**src/rtl/irq_ctrl.sv**
```systemverilog
// Interrupt aggregator: rising-edge sticky pending bits, enable mask, single level irq
// with a programmable post-clear hold-off, all reached through a small sys-bus slave.
//
// state  | meaning
// IDLE   | no enabled pending source, irq low
// ACTIVE | enabled pending source present, irq high
// HOLD   | post-clear hold-off down-count, irq forced low
module irq_ctrl #(
    parameter int MNO = 2,
    parameter int MNG = 2,
    parameter int IW  = MNG + MNO + 2,
    parameter int AW  = 8,
    parameter int DW  = 32,
    parameter int CW  = 16
) (
    input  logic          clk,
    input  logic          rst,
    input  logic [IW-1:0] irq_src,
    input  logic [AW-1:0] bus_addr,
    input  logic [DW-1:0] bus_wdata,
    input  logic          bus_wen,
    input  logic          bus_ren,
    output logic [DW-1:0] bus_rdata,
    output logic          bus_ack,
    output logic          bus_err,
    output logic          irq
);

    localparam logic [AW-1:0] ADDR_STATUS  = AW'('h00);
    localparam logic [AW-1:0] ADDR_ENABLE  = AW'('h04);
    localparam logic [AW-1:0] ADDR_RAW     = AW'('h08);
    localparam logic [AW-1:0] ADDR_FORCE   = AW'('h0C);
    localparam logic [AW-1:0] ADDR_HOLDOFF = AW'('h10);

    typedef enum logic [1:0] {
        IDLE   = 2'd0,
        ACTIVE = 2'd1,
        HOLD   = 2'd2
    } state_t;

    state_t        state, state_nxt;
    logic [CW-1:0] cnt, cnt_nxt;
    logic [IW-1:0] irq_r;
    logic [IW-1:0] pending;
    logic [IW-1:0] enable;
    logic [CW-1:0] holdoff;

    logic          sel_status, sel_enable, sel_raw, sel_force, sel_holdoff;
    logic          mapped;
    logic          rd;
    logic [IW-1:0] src_rise;
    logic [IW-1:0] w1c;
    logic [IW-1:0] frc;
    logic [DW-1:0] rdata_nxt;
    logic          act;
    logic          unused_wdata;

    assign sel_status  = (bus_addr == ADDR_STATUS);
    assign sel_enable  = (bus_addr == ADDR_ENABLE);
    assign sel_raw     = (bus_addr == ADDR_RAW);
    assign sel_force   = (bus_addr == ADDR_FORCE);
    assign sel_holdoff = (bus_addr == ADDR_HOLDOFF);
    assign mapped      = sel_status | sel_enable | sel_raw | sel_force | sel_holdoff;

    // A simultaneous wen+ren is a write; the read side is suppressed.
    assign rd = bus_ren & ~bus_wen;

    assign src_rise = irq_src & ~irq_r;
    assign w1c      = (bus_wen && sel_status) ? bus_wdata[IW-1:0] : '0;
    assign frc      = (bus_wen && sel_force)  ? bus_wdata[IW-1:0] : '0;
    assign act      = |(pending & enable);

    assign unused_wdata = ^bus_wdata[DW-1:CW];

    always_comb begin
        rdata_nxt = '0;
        if (rd) begin
            if (sel_status)  rdata_nxt[IW-1:0] = pending;
            if (sel_enable)  rdata_nxt[IW-1:0] = enable;
            if (sel_raw)     rdata_nxt[IW-1:0] = irq_src;
            if (sel_holdoff) rdata_nxt[CW-1:0] = holdoff;
        end
    end

    always_ff @(posedge clk) begin
        if (rst) begin
            irq_r     <= '0;
            pending   <= '0;
            enable    <= '0;
            holdoff   <= '0;
            bus_ack   <= 1'b0;
            bus_err   <= 1'b0;
            bus_rdata <= '0;
        end else begin
            irq_r   <= irq_src;
            // set terms are OR'ed last so a same-cycle set beats a clear
            pending <= (pending & ~w1c) | src_rise | frc;
            if (bus_wen && sel_enable)  enable  <= bus_wdata[IW-1:0];
            if (bus_wen && sel_holdoff) holdoff <= bus_wdata[CW-1:0];
            bus_ack   <= bus_wen | bus_ren;
            bus_err   <= (bus_wen | bus_ren) & ~mapped;
            bus_rdata <= rdata_nxt;
        end
    end

    always_comb begin
        state_nxt = state;
        cnt_nxt   = cnt;
        case (state)
            IDLE: begin
                if (act) state_nxt = ACTIVE;
            end
            ACTIVE: begin
                if (!act) begin
                    if (holdoff == '0) begin
                        state_nxt = IDLE;
                    end else begin
                        state_nxt = HOLD;
                        cnt_nxt   = holdoff - CW'(1);
                    end
                end
            end
            HOLD: begin
                if (cnt == '0) state_nxt = IDLE;
                else           cnt_nxt   = cnt - CW'(1);
            end
            default: state_nxt = IDLE;
        endcase
    end

    // irq is registered from the next state so it tracks the state register exactly.
    always_ff @(posedge clk) begin
        if (rst) begin
            state <= IDLE;
            cnt   <= '0;
            irq   <= 1'b0;
        end else begin
            state <= state_nxt;
            cnt   <= cnt_nxt;
            irq   <= (state_nxt == ACTIVE);
        end
    end

endmodule

```
**config.mk**
```make
export PLATFORM = sky130hd
export DESIGN_NAME = irq_ctrl
export DESIGN_NICKNAME = d
export VERILOG_FILES = /design/src/rtl/irq_ctrl.sv
export SDC_FILE = /design/constraint.sdc
export NUM_CORES = 1
export LEC_CHECK = 0
export BUFFER_PORTS_ARGS = -buffer_cell sky130_fd_sc_hd__buf_2
export CORE_ASPECT_RATIO = 0.5
export CORE_MARGIN = 1
export CORE_UTILIZATION = 57
export DETAILED_ROUTE_END_ITERATION = 12
export HOLD_SLACK_MARGIN = 0.12
export PLACE_DENSITY = 0.85
export SKIP_LAST_GASP = 1
export SYNTH_ARGS = -nofsm -noshare
export SYNTH_HDL_FRONTEND = slang
export SYNTH_SLANG_ARGS = --single-unit
```
**constraint.sdc**
```tcl
create_clock -name clk -period 4.4 [get_ports clk]
set_input_delay 0.66 -clock clk [delete_from_list [all_inputs] [get_ports clk]]
set_output_delay 0.66 -clock clk [all_outputs]
set_load 0.02 [all_outputs]
```
[Yosys cells after proc, flatten, opt, wreduce, memory -nomap -nowiden]
Cells that the tools add are included.
Operators by class
  add/subtract/negate cells: 2
  equality and inequality tests: 10
  multiplexer cells: 15
  bitwise operators: 18
  reduce and logical (&&, ||, !) cells: 13
Operators with widths (number)
  two-way mux 16 bit: 4
  zero test 16 bit: 2
  one-hot mux 16 bit (2 select lines): 1
  subtractor 16 x 1 -> 16 bit, second input constant: 2
  two-way mux 6 bit: 5
  AND 6 bit: 3
  equality test 8 x 4 -> 1 bit, second input constant: 2
  NOT 6 bit: 2
  OR 6 bit: 2
  equality test 8 x 3 -> 1 bit, second input constant: 1
  equality test 8 x 5 -> 1 bit, second input constant: 1
  zero test 8 bit: 1
  two-way mux 2 bit: 4
  inequality test 2 bit, second input constant: 3
  one-hot mux 2 bit (3 select lines): 1
  OR reduction 6 bit: 1
  OR 1 bit: 5
  equality test 2 x 1 -> 1 bit, second input constant: 2
  logical AND 1 bit: 4
  NOT 1 bit: 4
  AND reduction 4 bit: 1
  OR reduction 3 bit: 1
  AND 1 bit: 2
  equality test 2 bit, second input constant: 1
  other kinds (3): 3
Storage, ports and cells
  flip-flop bits (word level): 87
  input port bits: 50
  output and inout bits: 35
  word-level logic and storage cells: 70

[Longest topological paths before layout]
Gate-level depths: netlist of run 1.
  word-level depth: 7
  mapped depth: 12
  gate-level depth less buffers: 9

[Least setup slack after synthesis of run 1]
Ideal clock, no wire load.
  path kind: flip-flop to flip-flop
  start: register state[0]
  end: register cnt[12]
  library setup time: 0.116 ns
  data arrival time: 2.671 ns
  data required time: 4.284 ns
  slack: 1.613 ns
  cell stages (with the launch flop): 13
  path buffers: 3
  period minus slack after synthesis: 2.787 ns
  cells stage by stage: dfxtp_1 > nand2b_1 > buf_2 > buf_1 > buf_1 > mux2i_1 > ha_1 > inv_1 > a211oi_2 > nand4_1 > o21ai_0 > nand3_1 > a31o_2
On the way
  word-level cells in the longest chain between the ends: 3
  elaborated cells between the ends (all ways): 8
  those cells by class: eq/ne: 5; mux: 1; reduce/logical: 2
RTL lines
  start: declaration: line 41  | state_t state, state_nxt;
  start signal: assignment: line 138  | state <= state_nxt;
  equality test 2 bit / equality test 2 x 1 -> 1 bit (equally long branches): line 109  | case (state)
  inequality test 2 bit (no source line) / nonzero test 2 bit (equally long branches)
  AND reduction 4 bit (no source line)
  end signal: assignment: line 139  | cnt <= cnt_nxt;
  end: declaration: line 42  | logic [CW-1:0] cnt, cnt_nxt;
Several ways; a longest one is shown, not always the timed one.
A chain may end at the register's enable or synchronous reset.

[Final worst setup path of run 1]
Ends and elaborated chain as after synthesis.

==> results of run 1 <==
-- metal layers --
metal  vias to the layer above  track usage
li1                       1631            -
met2                       195        0.434
met1                      1554        0.395
met3                        17       0.0733
met5                         -            0
met4                         0        0.131
-- cells by family (layout without fill, tap and decap cells) --
logic type	count (synthesis)	after routing	synth area share
other	1	16	0.00108
buffers and inverters	52	81	0.0784
AOI/OAI and AO/OA	108	108	0.210
DFF	71	71	0.408
and+or+nand+nor	192	192	0.276
adders and majority gates	1	1	0.00360
muxes	7	7	0.0227
-- final cells by class --
cell class,count,area [um2]
multi-input combinational,324,1850
fill,429,1710
sequential,71,1420
timing repair buffer,56,290
clock buffer,11,233
tap,73,91.3
clock inverter,5,58.8
inverter,9,33.8
-- power by group through the flow --
stage	clock, W	combinational [W]	sequential, W
global placement	0	0.0000707	0.000674
floorplan	0	0.0000547	0.000674
CTS	0.000716	0.0000717	0.000661
global route	0.000741	0.0000794	0.000662
finish	0.000708	0.0000728	0.000661
detailed placement	0	0.0000715	0.000674
-- final timing paths --
kind	startpoint	end	slack [ps]	cells past startpoint
max	state[0]$_SDFF_PP0_	cnt[12]$_SDFFE_PP0P_	1340	10
min	enable[0]$_SDFFE_PP0P_	enable[0]$_SDFFE_PP0P_	470	2
max reg2reg	state[0]$_SDFF_PP0_	cnt[12]$_SDFFE_PP0P_	1340	10
min reg2reg	enable[0]$_SDFFE_PP0P_	enable[0]$_SDFFE_PP0P_	470	2
-- worst max-delay path: stages (launching register included) --
cell	delay [ps]
sky130_fd_sc_hd__dfxtp_1	380
sky130_fd_sc_hd__nand2b_1	200
sky130_fd_sc_hd__buf_4	320
sky130_fd_sc_hd__mux2i_1	320
sky130_fd_sc_hd__ha_1	320
sky130_fd_sc_hd__inv_1	80
sky130_fd_sc_hd__a211oi_2	420
sky130_fd_sc_hd__nand4_1	350
sky130_fd_sc_hd__o21ai_0	240
sky130_fd_sc_hd__nand3_1	90
sky130_fd_sc_hd__a31o_2	240
-- cells in the final DEF, fill, tap and decap left out, types with 3 or more instances in the layout --
cell / instances
sky130_fd_sc_hd__and3_1: 4
sky130_fd_sc_hd__conb_1: 16
sky130_fd_sc_hd__o21ai_0: 15
sky130_fd_sc_hd__nand3_1: 38
sky130_fd_sc_hd__and2_1: 12
sky130_fd_sc_hd__nor3_1: 13
sky130_fd_sc_hd__a211oi_1: 3
sky130_fd_sc_hd__or3_1: 7
sky130_fd_sc_hd__dfxtp_1: 71
sky130_fd_sc_hd__o31ai_1: 3
sky130_fd_sc_hd__a21oi_1: 41
sky130_fd_sc_hd__a22oi_1: 4
sky130_fd_sc_hd__buf_4: 4
sky130_fd_sc_hd__clkbuf_16: 9
sky130_fd_sc_hd__nand2_1: 54
sky130_fd_sc_hd__or4_1: 3
sky130_fd_sc_hd__a222oi_1: 13
sky130_fd_sc_hd__mux2_2: 3
sky130_fd_sc_hd__nor2_1: 29
sky130_fd_sc_hd__inv_1: 9
sky130_fd_sc_hd__buf_2: 52
sky130_fd_sc_hd__nor2b_1: 8
sky130_fd_sc_hd__a21o_1: 4
sky130_fd_sc_hd__a31oi_1: 4
sky130_fd_sc_hd__o211ai_1: 3
sky130_fd_sc_hd__nand4_1: 8
sky130_fd_sc_hd__nor4_1: 4
sky130_fd_sc_hd__mux2i_1: 3
-- sequential cells by signal, summed over array words and instances (netlist names), 2 cells and up --
name	flops
cnt	16
irq_r	6
pending	6
bus_rdata	16
state	2
holdoff	16
enable	6
-- through the flow --
| stage | hold WS (ps) | instance area, um2 | utilization | total power (W) | std cells |
|---|---|---|---|---|---|
| floorplan | 449 | 3540 | - | 0.000728 | 447 |
| global placement | 456 | 3680 | 0.649 | 0.000745 | 533 |
| detailed placement | 463 | 3680 | 0.649 | 0.000746 | 533 |
| CTS | 471 | 3980 | 0.700 | 0.00145 | 549 |
| global route | 486 | 3980 | 0.700 | 0.00148 | 549 |
| finish | 471 | 3980 | 0.700 | 0.00144 | 549 |
==> out/metrics.json, run 1 <==
{
  "tightest_slew_ps": 978,
  "timing.critical_path.required_ps": 4630,
  "cp_class": "reg -> reg",
  "post_cts_resized": 0,
  "postSynth.topFlopCell": "sky130_fd_sc_hd__dfxtp_1",
  "clock.fmax_ghz": 0.327,
  "die-area_um2": 6440,
  "detailroute.wirelength.met3_um": 924,
  "netlist_instances": 432,
  "grt_remaining_overflow": 0,
  "routed_wl_um": 8780,
  "rsz_0062_raised_after_global_routing": "false",
  "drc": 0,
  "power.clock.fraction": 0.491,
  "cell_internal_pwr_w": 0.00112,
  "cp_max_fo": 25,
  "worstSkewPairLatency_ps": 330,
  "grt_first_pass_wirelength_um": 14500,
  "max-clock-path-buffers": 2,
  "vdd_drop_max_v": 0.000318,
  "synthTopCellsByArea": "sky130_fd_sc_hd__dfxtp_1 (41%), sky130_fd_sc_hd__a21oi_1 (5.9%), sky130_fd_sc_hd__nand2_1 (5.8%)",
  "final_max_slew_viol_count": 0,
  "detailedRoute.firstPassIterationCount": 8,
  "globalRouteTotalUtil": 0.288,
  "initial_core_util": 0.612,
  "setup_viol_count_final": 0,
  "timing.critical_path.arrival_ps": 3280,
  "num_rows": 19,
  "grt_antenna_before_repair": 0,
  "setup-tns-final_ps": 0,
  "post_synth_most_frequent_cells": "sky130_fd_sc_hd__dfxtp_1 (71), sky130_fd_sc_hd__nand2_1 (54), sky130_fd_sc_hd__a21oi_1 (41)",
  "yosysTopAreaCell": "sky130_fd_sc_hd__dfxtp_1",
  "worst_clock_skew_ps": 4.90,
  "layout-area-overhead-vs-synth_pct": 14.3,
  "worst_slew_margin_rel": 0.343,
  "post-cts-setup-buffer-count": 0,
  "design.final.nets": 522,
  "postSynthAreaPerCell_um2": 8.05,
  "post-dp-hpwl_um": 5790,
  "drive_gt1_frac": 0.172,
  "pre_cts_ws_ps": 1560,
  "netlist-cell-type-count": 53,
  "vias": 3397,
  "routedWlPerCell_um": 16.0,
  "vias_per_cell": 6.19,
  "routed-wl-met2_um": 3790,
  "synth_seq_cells": 71,
  "tritoncts": "built",
  "die_width_um": 112,
  "cts.hold.buffers_added": 0,
  "switchingPower_w": 0.000325,
  "critical_path.startpoint_type": "flip-flop",
  "route.antenna.remaining_nets": 0,
  "numClockSinks": 71,
  "synth_area_um2": 3480,
  "asyncSetResetFlopFracSynth": 0,
  "final_critical_path_setup_slack_ps": 1340,
  "grt_pass1_vias": 3035,
  "wl_met1_um": 3950,
  "htreeDepth": 3,
  "synthesis.yosys.warnings": 0,
  "topRoutingLayerUsed": "met4",
  "dieHeight_um": 57.2,
  "clkTransAtPathRegs_ps": 60,
  "maxCapViolCount": 0,
  "synth_most_common_cell": "sky130_fd_sc_hd__dfxtp_1",
  "synth_sequential_area_ratio": 0.408,
  "register_share_of_total_power": 0.459,
  "min-delay-path-class": "reg -> reg",
  "end_kind": "flip-flop",
  "number_of_buffers_inserted_during_clock_tree_synthesis": 9,
  "leakagePower_nw": 1.62,
  "timing_hold_violations_final": 0,
  "timing.final.crit_period_ps": 3060,
  "antennaDiodeCount": 0,
  "p_comb_frac": 0.051,
  "switching_share": 0.226,
  "fin_crit_sh": 0.694,
  "core_um2": 5680,
  "synth.top_cell.area_share": 0.408,
  "drt-initial-drc-count": 287,
  "placement.io_buffers": 52,
  "synth_edf_count": 0,
  "grt_max_degree": 53,
  "num_io_pins": 85,
  "status": "finished, final reports clean",
  "power-per-cell-area_nw_per_um2": 363,
  "place.gp.congestion": 0.884,
  "cts-root-buf": "sky130_fd_sc_hd__clkbuf_16"
}
No activity file was read; power rests on OpenSTA's default activity.
==> run 2: changes to the inputs <==
Settings changed: ABC_AREA set to 1, CORE_UTILIZATION 57 to 49, PLACE_DENSITY 0.85 to 0.77.
Clock period 4.4 ns to 2.77 ns, I/O delays scaled along.
==> run 2 against run 1 <==
- sequential share of layout area decreased by 2.6 points
- synthesized cell count increased by 28%
- routed wire length decreased by 1.7%
- sequential power increased by 57%
- maximum frequency increased by 42%
- clock-buffer cell count decreased by 1
- first-iteration DRC count decreased by 30%
- final cell count increased by 27%
- sequential cell count unchanged
- critical path type unchanged
==> out/metrics.json, run 2 <==
{
  "mostFrequentLayoutCell": "sky130_fd_sc_hd__nand2_1",
  "grt_first_pass_wirelength_um": 14500,
  "routed_wl_um": 8640,
  "synth_sequential_area_ratio": 0.373,
  "p_comb_frac": 0.056,
  "synth_seq_cells": 71,
  "leakagePower_nw": 2.20,
  "final_max_slew_viol_count": 0,
  "final_critical_path_setup_slack_ps": 617,
  "totalPowerFinal_w": 0.00225,
  "post_synth_most_frequent_cells": "sky130_fd_sc_hd__nand2_1 (94), sky130_fd_sc_hd__inv_1 (82), sky130_fd_sc_hd__dfxtp_1 (71)",
  "synthTopCellsByArea": "sky130_fd_sc_hd__dfxtp_1 (37%), sky130_fd_sc_hd__nand2_1 (9.3%), sky130_fd_sc_hd__inv_1 (8.1%)",
  "post_cts_resized": 0,
  "timing.final.crit_period_ps": 2150,
  "clkTransAtPathRegs_ps": 60,
  "postSynth.topFlopCell": "sky130_fd_sc_hd__dfxtp_1",
  "timing_hold_violations_final": 0,
  "clock.fmax_ghz": 0.465,
  "end_kind": "flip-flop",
  "post-dp-hpwl_um": 6390,
  "fin_crit_sh": 0.777,
  "synth.top_cell.area_share": 0.373,
  "antennaDiodeCount": 0,
  "min-delay-path-class": "in -> reg",
  "post-cts-setup-buffer-count": 0,
  "rsz_0062_raised_after_global_routing": "false",
  "synth_area_um2": 3810,
  "postSynthAreaPerCell_um2": 6.91,
  "drt-initial-drc-count": 201,
  "die_width_um": 127,
  "grt_pass1_vias": 3125,
  "vdd_drop_max_v": 0.000423,
  "worst_clock_skew_ps": 6.23,
  "detailedRoute.firstPassIterationCount": 5,
  "status": "finished, final reports clean",
  "htreeDepth": 3,
  "timing.critical_path.arrival_ps": 2390,
  "critical_path.startpoint_type": "flip-flop",
  "switching_share": 0.239,
  "cell_internal_pwr_w": 0.00171,
  "final_cell_mix": "sky130_fd_sc_hd__nand2_1 (94), sky130_fd_sc_hd__inv_1 (82), sky130_fd_sc_hd__dfxtp_1 (71)",
  "register_share_of_total_power": 0.464,
  "grt_remaining_overflow": 0,
  "cts-root-buf": "sky130_fd_sc_hd__clkbuf_16",
  "core_um2": 7430,
  "synth_most_common_cell": "sky130_fd_sc_hd__nand2_1",
  "numClockSinks": 71,
  "cp_class": "reg -> reg",
  "netlist-cell-type-count": 36,
  "die-area_um2": 8150,
  "timing.critical_path.required_ps": 3010,
  "num_rows": 22,
  "cp_max_fo": 27,
  "fillCellCount": 732,
  "setup-tns-final_ps": 0,
  "power.clock.fraction": 0.480,
  "design.final.nets": 648,
  "vias": 3515,
  "place.gp.congestion": 0.903,
  "switchingPower_w": 0.000536,
  "tritoncts": "built",
  "grt_antenna_before_repair": 0,
  "num_io_pins": 85,
  "vias_per_cell": 5.04,
  "dieHeight_um": 64.3,
  "yosysTopAreaCell": "sky130_fd_sc_hd__dfxtp_1",
  "maxCapViolCount": 0,
  "grt_max_degree": 40,
  "power-per-cell-area_nw_per_um2": 524,
  "synthesis.yosys.warnings": 0,
  "worstSkewPairLatency_ps": 340,
  "route.antenna.remaining_nets": 0,
  "cts.hold.buffers_added": 0,
  "initial_core_util": 0.512,
  "drive_gt1_frac": 0.176,
  "top_regs": "bus_rdata x16, cnt x16, holdoff x16",
  "max-clock-path-buffers": 2,
  "netlist_instances": 551,
  "asyncSetResetFlopFracSynth": 0,
  "synth_edf_count": 0,
  "routedWlPerCell_um": 12.4,
  "pre_cts_ws_ps": 671,
  "drc": 0,
  "number_of_buffers_inserted_during_clock_tree_synthesis": 9,
  "globalRouteTotalUtil": 0.228,
  "layout-area-overhead-vs-synth_pct": 12.6,
  "setup_viol_count_final": 0,
  "placement.io_buffers": 52
}
run 2: cell count changes after synthesis, sizes merged, moves of 9 or more:
cell / before / now
inv: 9 / 85
nand2: 54 / 106
nor2: 29 / 76
o21ai: 15 / 53
nand3: 39 / 53
a222oi: 13 / 0
and2: 13 / 0
clkbuf: 17 / 8
run 2: worst max-delay path, stage by stage (launching register included):
cell,delay [ps]
sky130_fd_sc_hd__dfxtp_1,420
sky130_fd_sc_hd__buf_4,240
sky130_fd_sc_hd__nand2_4,250
sky130_fd_sc_hd__nand2_1,100
sky130_fd_sc_hd__nand2_2,140
sky130_fd_sc_hd__ha_1,230
sky130_fd_sc_hd__inv_1,80
sky130_fd_sc_hd__nor2_2,240
sky130_fd_sc_hd__nand3_1,110
sky130_fd_sc_hd__nand2_1,60
sky130_fd_sc_hd__nand3_1,70
sky130_fd_sc_hd__nand2_1,60
sky130_fd_sc_hd__inv_1,30
run 2: kinds of logic (layout without fill, tap and decap cells):
family	after synthesis	in the layout	synth area share
adder cells (fa/ha/maj)	1	1	0.00328
AND/OR/NAND/NOR	259	259	0.328
XOR/XNOR	4	4	0.00920
other	1	16	0.000985
flip-flops	71	71	0.373
AO/OA/AOI/OAI	95	95	0.132
buffers and inverters	120	156	0.153
run 2: path summary, 6_finish.rpt:
check                                               to  cells past startpoint  slack (ps)                   start
worst max-delay path              cnt[12]$_SDFFE_PP0P_                     12         620     state[1]$_SDFF_PP0_
worst min-delay path               irq_r[3]$_SDFF_PP0_                      3         320              irq_src[3]
worst max register to register    cnt[12]$_SDFFE_PP0P_                     12         620     state[1]$_SDFF_PP0_
worst min register to register  enable[0]$_SDFFE_PP0P_                      2         460  enable[0]$_SDFFE_PP0P_
run 2: metal layers:
metal,track usage,up-vias,part of all wire
met5,0,-,0
li1,-,1827,-
met4,0.0729,0,0.012
met3,0.0561,10,0.067
met1,0.296,1577,0.47
met2,0.377,101,0.45
run 2: cell type report:
cell class                      instances  area [um2]  area share
Clock buffer                           10         239      0.0557
Clock inverter                          6        43.8      0.0102
Multi-Input combinational cell        375        1860       0.434
Sequential cell                        71        1420       0.331
Tap cell                               96         120      0.0280
Inverter                               85         322      0.0750
Timing Repair Buffer                   55         283      0.0659
run 2: power groups by stage:
stage	Clock (W)	Combinational (W)	Sequential (W)
finish	0.00108	0.000125	0.00104
global route	0.00114	0.000140	0.00104
CTS	0.00110	0.000125	0.00104
detailed placement	0	0.000124	0.00107
global placement	0	0.000123	0.00106
floorplan	0	0.0000968	0.00107
run 2: per-stage QoR:
stage | instances | hold WS [ps] | area, um2 | util
floorplan | 566 | 438 | 3860 | -
global placement | 682 | 448 | 4010 | 0.539
detailed placement | 682 | 453 | 4010 | 0.539
CTS | 698 | 309 | 4290 | 0.577
global route | 698 | 334 | 4290 | 0.577
finish | 698 | 318 | 4290 | 0.577
==> run 3: changes to the inputs <==
Settings changed: ABC_AREA 1 to 0, CORE_UTILIZATION 49 to 48.
Clock period 2.77 ns to 1.9 ns, I/O delays scaled along.
==> run 3 against run 2 <==
- the flow now finishes with violations (negative setup slack)
- sequential cell count is the same
- combinational power up 82%
- register-to-register slack worse by 920 ps
- hold slack worse by 130 ps
- design area rose by 16%
==> out/metrics.json, run 3 (synthesis results as in run 1) <==
{
  "mostFrequentLayoutCell": "sky130_fd_sc_hd__buf_4",
  "place.gp.congestion": 0.945,
  "grt_antenna_before_repair": 0,
  "ff2ff_path_depth": 10,
  "timing.critical_path.cells": "nand2b_4 -> mux2i_2 -> ha_2 -> inv_2 -> a211oi_4 -> nand4_1 -> buf_4 -> nor3_2 -> o21ai_1 -> a21oi_1",
  "path_delay_family": "compound AO/OA/AOI/OAI gates",
  "placement.io_buffers": 52,
  "leakagePower_nw": 2.15,
  "routedWlPerCell_um": 18.0,
  "stdcell_area_um2": 4960,
  "tritoncts": "built",
  "clock.fmax_ghz": 0.453,
  "timing.critical_path.arrival_ps": 2460,
  "rrSetupSlack_ps": -310,
  "route.antenna.remaining_nets": 0,
  "vdd_drop_max_v": 0.000446,
  "final-instance-count-excl-fill": 659,
  "timing.critical_path.required_ps": 2150,
  "cts-root-buf": "sky130_fd_sc_hd__clkbuf_16",
  "holdCritStartpoint": "bus_ren",
  "violated_checks": "negative setup slack",
  "grt_first_pass_wirelength_um": 18700,
  "end_kind": "flip-flop",
  "cp_max_fo": 6,
  "design.final.nets": 614,
  "critical_path.max_stage_delay_ps": 360,
  "status": "finished with violations",
  "timing_hold_violations_final": 0,
  "fillCellCount": 485,
  "global_route_met2_usage": 0.492,
  "rsz_0062_raised_after_global_routing": "true",
  "power-per-cell-area_nw_per_um2": 667,
  "final_critical_path_setup_slack_ps": -306,
  "maxCapViolCount": 0,
  "post-dp-hpwl_um": 7370,
  "vias": 4024,
  "grt_max_degree": 37,
  "drc": 0,
  "setup_viol_count_final": 16,
  "regToRegEndpoint": "cnt[10]$_SDFFE_PP0P_",
  "layout-area-overhead-vs-synth_pct": 42.7,
  "grt_remaining_overflow": 0,
  "dieHeight_um": 62.2,
  "min-delay-path-class": "in -> reg",
  "cts.hold.buffers_added": 0,
  "place_area_um2": 4360,
  "initial_core_util": 0.509,
  "hold_path_depth": 3,
  "final_util": 0.727,
  "core_um2": 6830,
  "num_io_pins": 85,
  "grt.met1_usage": 0.407,
  "final_cell_mix": "sky130_fd_sc_hd__buf_4 (90), sky130_fd_sc_hd__dfxtp_1 (65), sky130_fd_sc_hd__nand2_1 (52), sky130_fd_sc_hd__buf_2 (52), sky130_fd_sc_hd__a21oi_1 (39)",
  "clkTransAtPathRegs_ps": 60,
  "routed_wl_um": 11800,
  "globalRouteTotalUtil": 0.315,
  "number_of_buffers_inserted_during_clock_tree_synthesis": 9,
  "max-clock-path-buffers": 2,
  "worst_clock_skew_ps": 4.68,
  "r2r_start": "state[1]$_SDFF_PP0_",
  "timing.final.crit_period_ps": 2210,
  "drive_gt1_frac": 0.379,
  "fin_crit_sh": 1.16,
  "groute.layer.met3.usage": 0.0873,
  "die-area_um2": 7610,
  "grt_pass1_vias": 3788,
  "numClockSinks": 71,
  "final_max_slew_viol_count": 0,
  "placed_cells_incl_taps": 632,
  "crit_path_top_delay_cell": "sky130_fd_sc_hd__dfxtp_2",
  "top_regs": "bus_rdata x16, cnt x16, holdoff x16",
  "drt-initial-drc-count": 480,
  "die_width_um": 122,
  "top_usage_layer": "met2",
  "antennaDiodeCount": 0,
  "htreeDepth": 3,
  "critical_path.startpoint_type": "flip-flop",
  "detailedRoute.firstPassIterationCount": 5,
  "worstSkewPairLatency_ps": 340,
  "timing.hold.worst_endpoint": "bus_ack$_SDFF_PP0_",
  "num_rows": 21,
  "cp_class": "reg -> reg",
  "worst_path_bufs_invs": 2,
  "vias_per_cell": 6.11
}
-- run 3: worst register-to-register path, delay by kind of cell (launching register included) --
kind,cells,cell delay (ps)
simple gates,3,470
fa+ha+maj,1,230
compound gates,3,520
mux,1,260
flops,1,360
buf+inv,2,280
-- run 3: worst max-delay path by stage --
| stage | startpoint | end | slack, ps | cells after the start |
|---|---|---|---|---|
| after global placement | state[0]$_SDFF_PP0_ | cnt[12]$_SDFFE_PP0P_ | -190 | 9 |
| after detailed placement | state[0]$_SDFF_PP0_ | cnt[12]$_SDFFE_PP0P_ | -290 | 9 |
| final | state[1]$_SDFF_PP0_ | cnt[10]$_SDFFE_PP0P_ | -310 | 10 |
| after floorplan | state[0]$_SDFF_PP0_ | cnt[12]$_SDFFE_PP0P_ | -460 | 12 |
| after CTS | state[0]$_SDFF_PP0_ | cnt[12]$_SDFFE_PP0P_ | -170 | 9 |
| after global routing | state[0]$_SDFF_PP0_ | cnt[10]$_SDFFE_PP0P_ | -410 | 10 |
-- run 3: repair_timing --
action,CTS,global route
gates cloned,0,1
gates resized for setup,31,21
pin swaps,17,8
buffers inserted,7,4
endpoints found under the setup margin,16,16
-- run 3: per-layer routing --
layer / vias to the layer above / routed length, um
li1: 1811 / -
met1: 1899 / 4880
met2: 276 / 5420
met3: 38 / 1150
met4: 0 / 384
met5: - / 0
-- run 3: report_power, final --
part / internal (W) / total [W] / switching, W / leakage (nW)
clock: 0.000910 / 0.00156 / 0.000649 / 0.134
sequential: 0.00151 / 0.00152 / 0.0000109 / 0.579
combinational: 0.0000916 / 0.000228 / 0.000136 / 1.44
-- run 3: final cells by class --
| cell class | instances | area (um2) | share of cell area |
|---|---|---|---|
| clock buffer | 10 | 239 | 0.0481 |
| clock inverter | 5 | 35.0 | 0.00706 |
| inverter | 9 | 33.8 | 0.00680 |
| multi-input combinational | 324 | 2080 | 0.420 |
| sequential | 71 | 1430 | 0.288 |
| tap | 92 | 115 | 0.0232 |
| timing repair buffer | 148 | 1030 | 0.207 |
-- run 3: through the flow --
stage | power [W] | hold WS (ps) | worst slack (ps) | setup TNS [ps]
3_5_place_dp | 0.00176 | 480 | -294 | -2320
4_1_cts | 0.00331 | 186 | -172 | -1340
5_1_grt | 0.00341 | 194 | -414 | -4320
2_1_floorplan | 0.00169 | 410 | -462 | -1670
6_report | 0.00331 | 188 | -306 | -3040
3_3_place_gp | 0.00175 | 462 | -188 | -1640
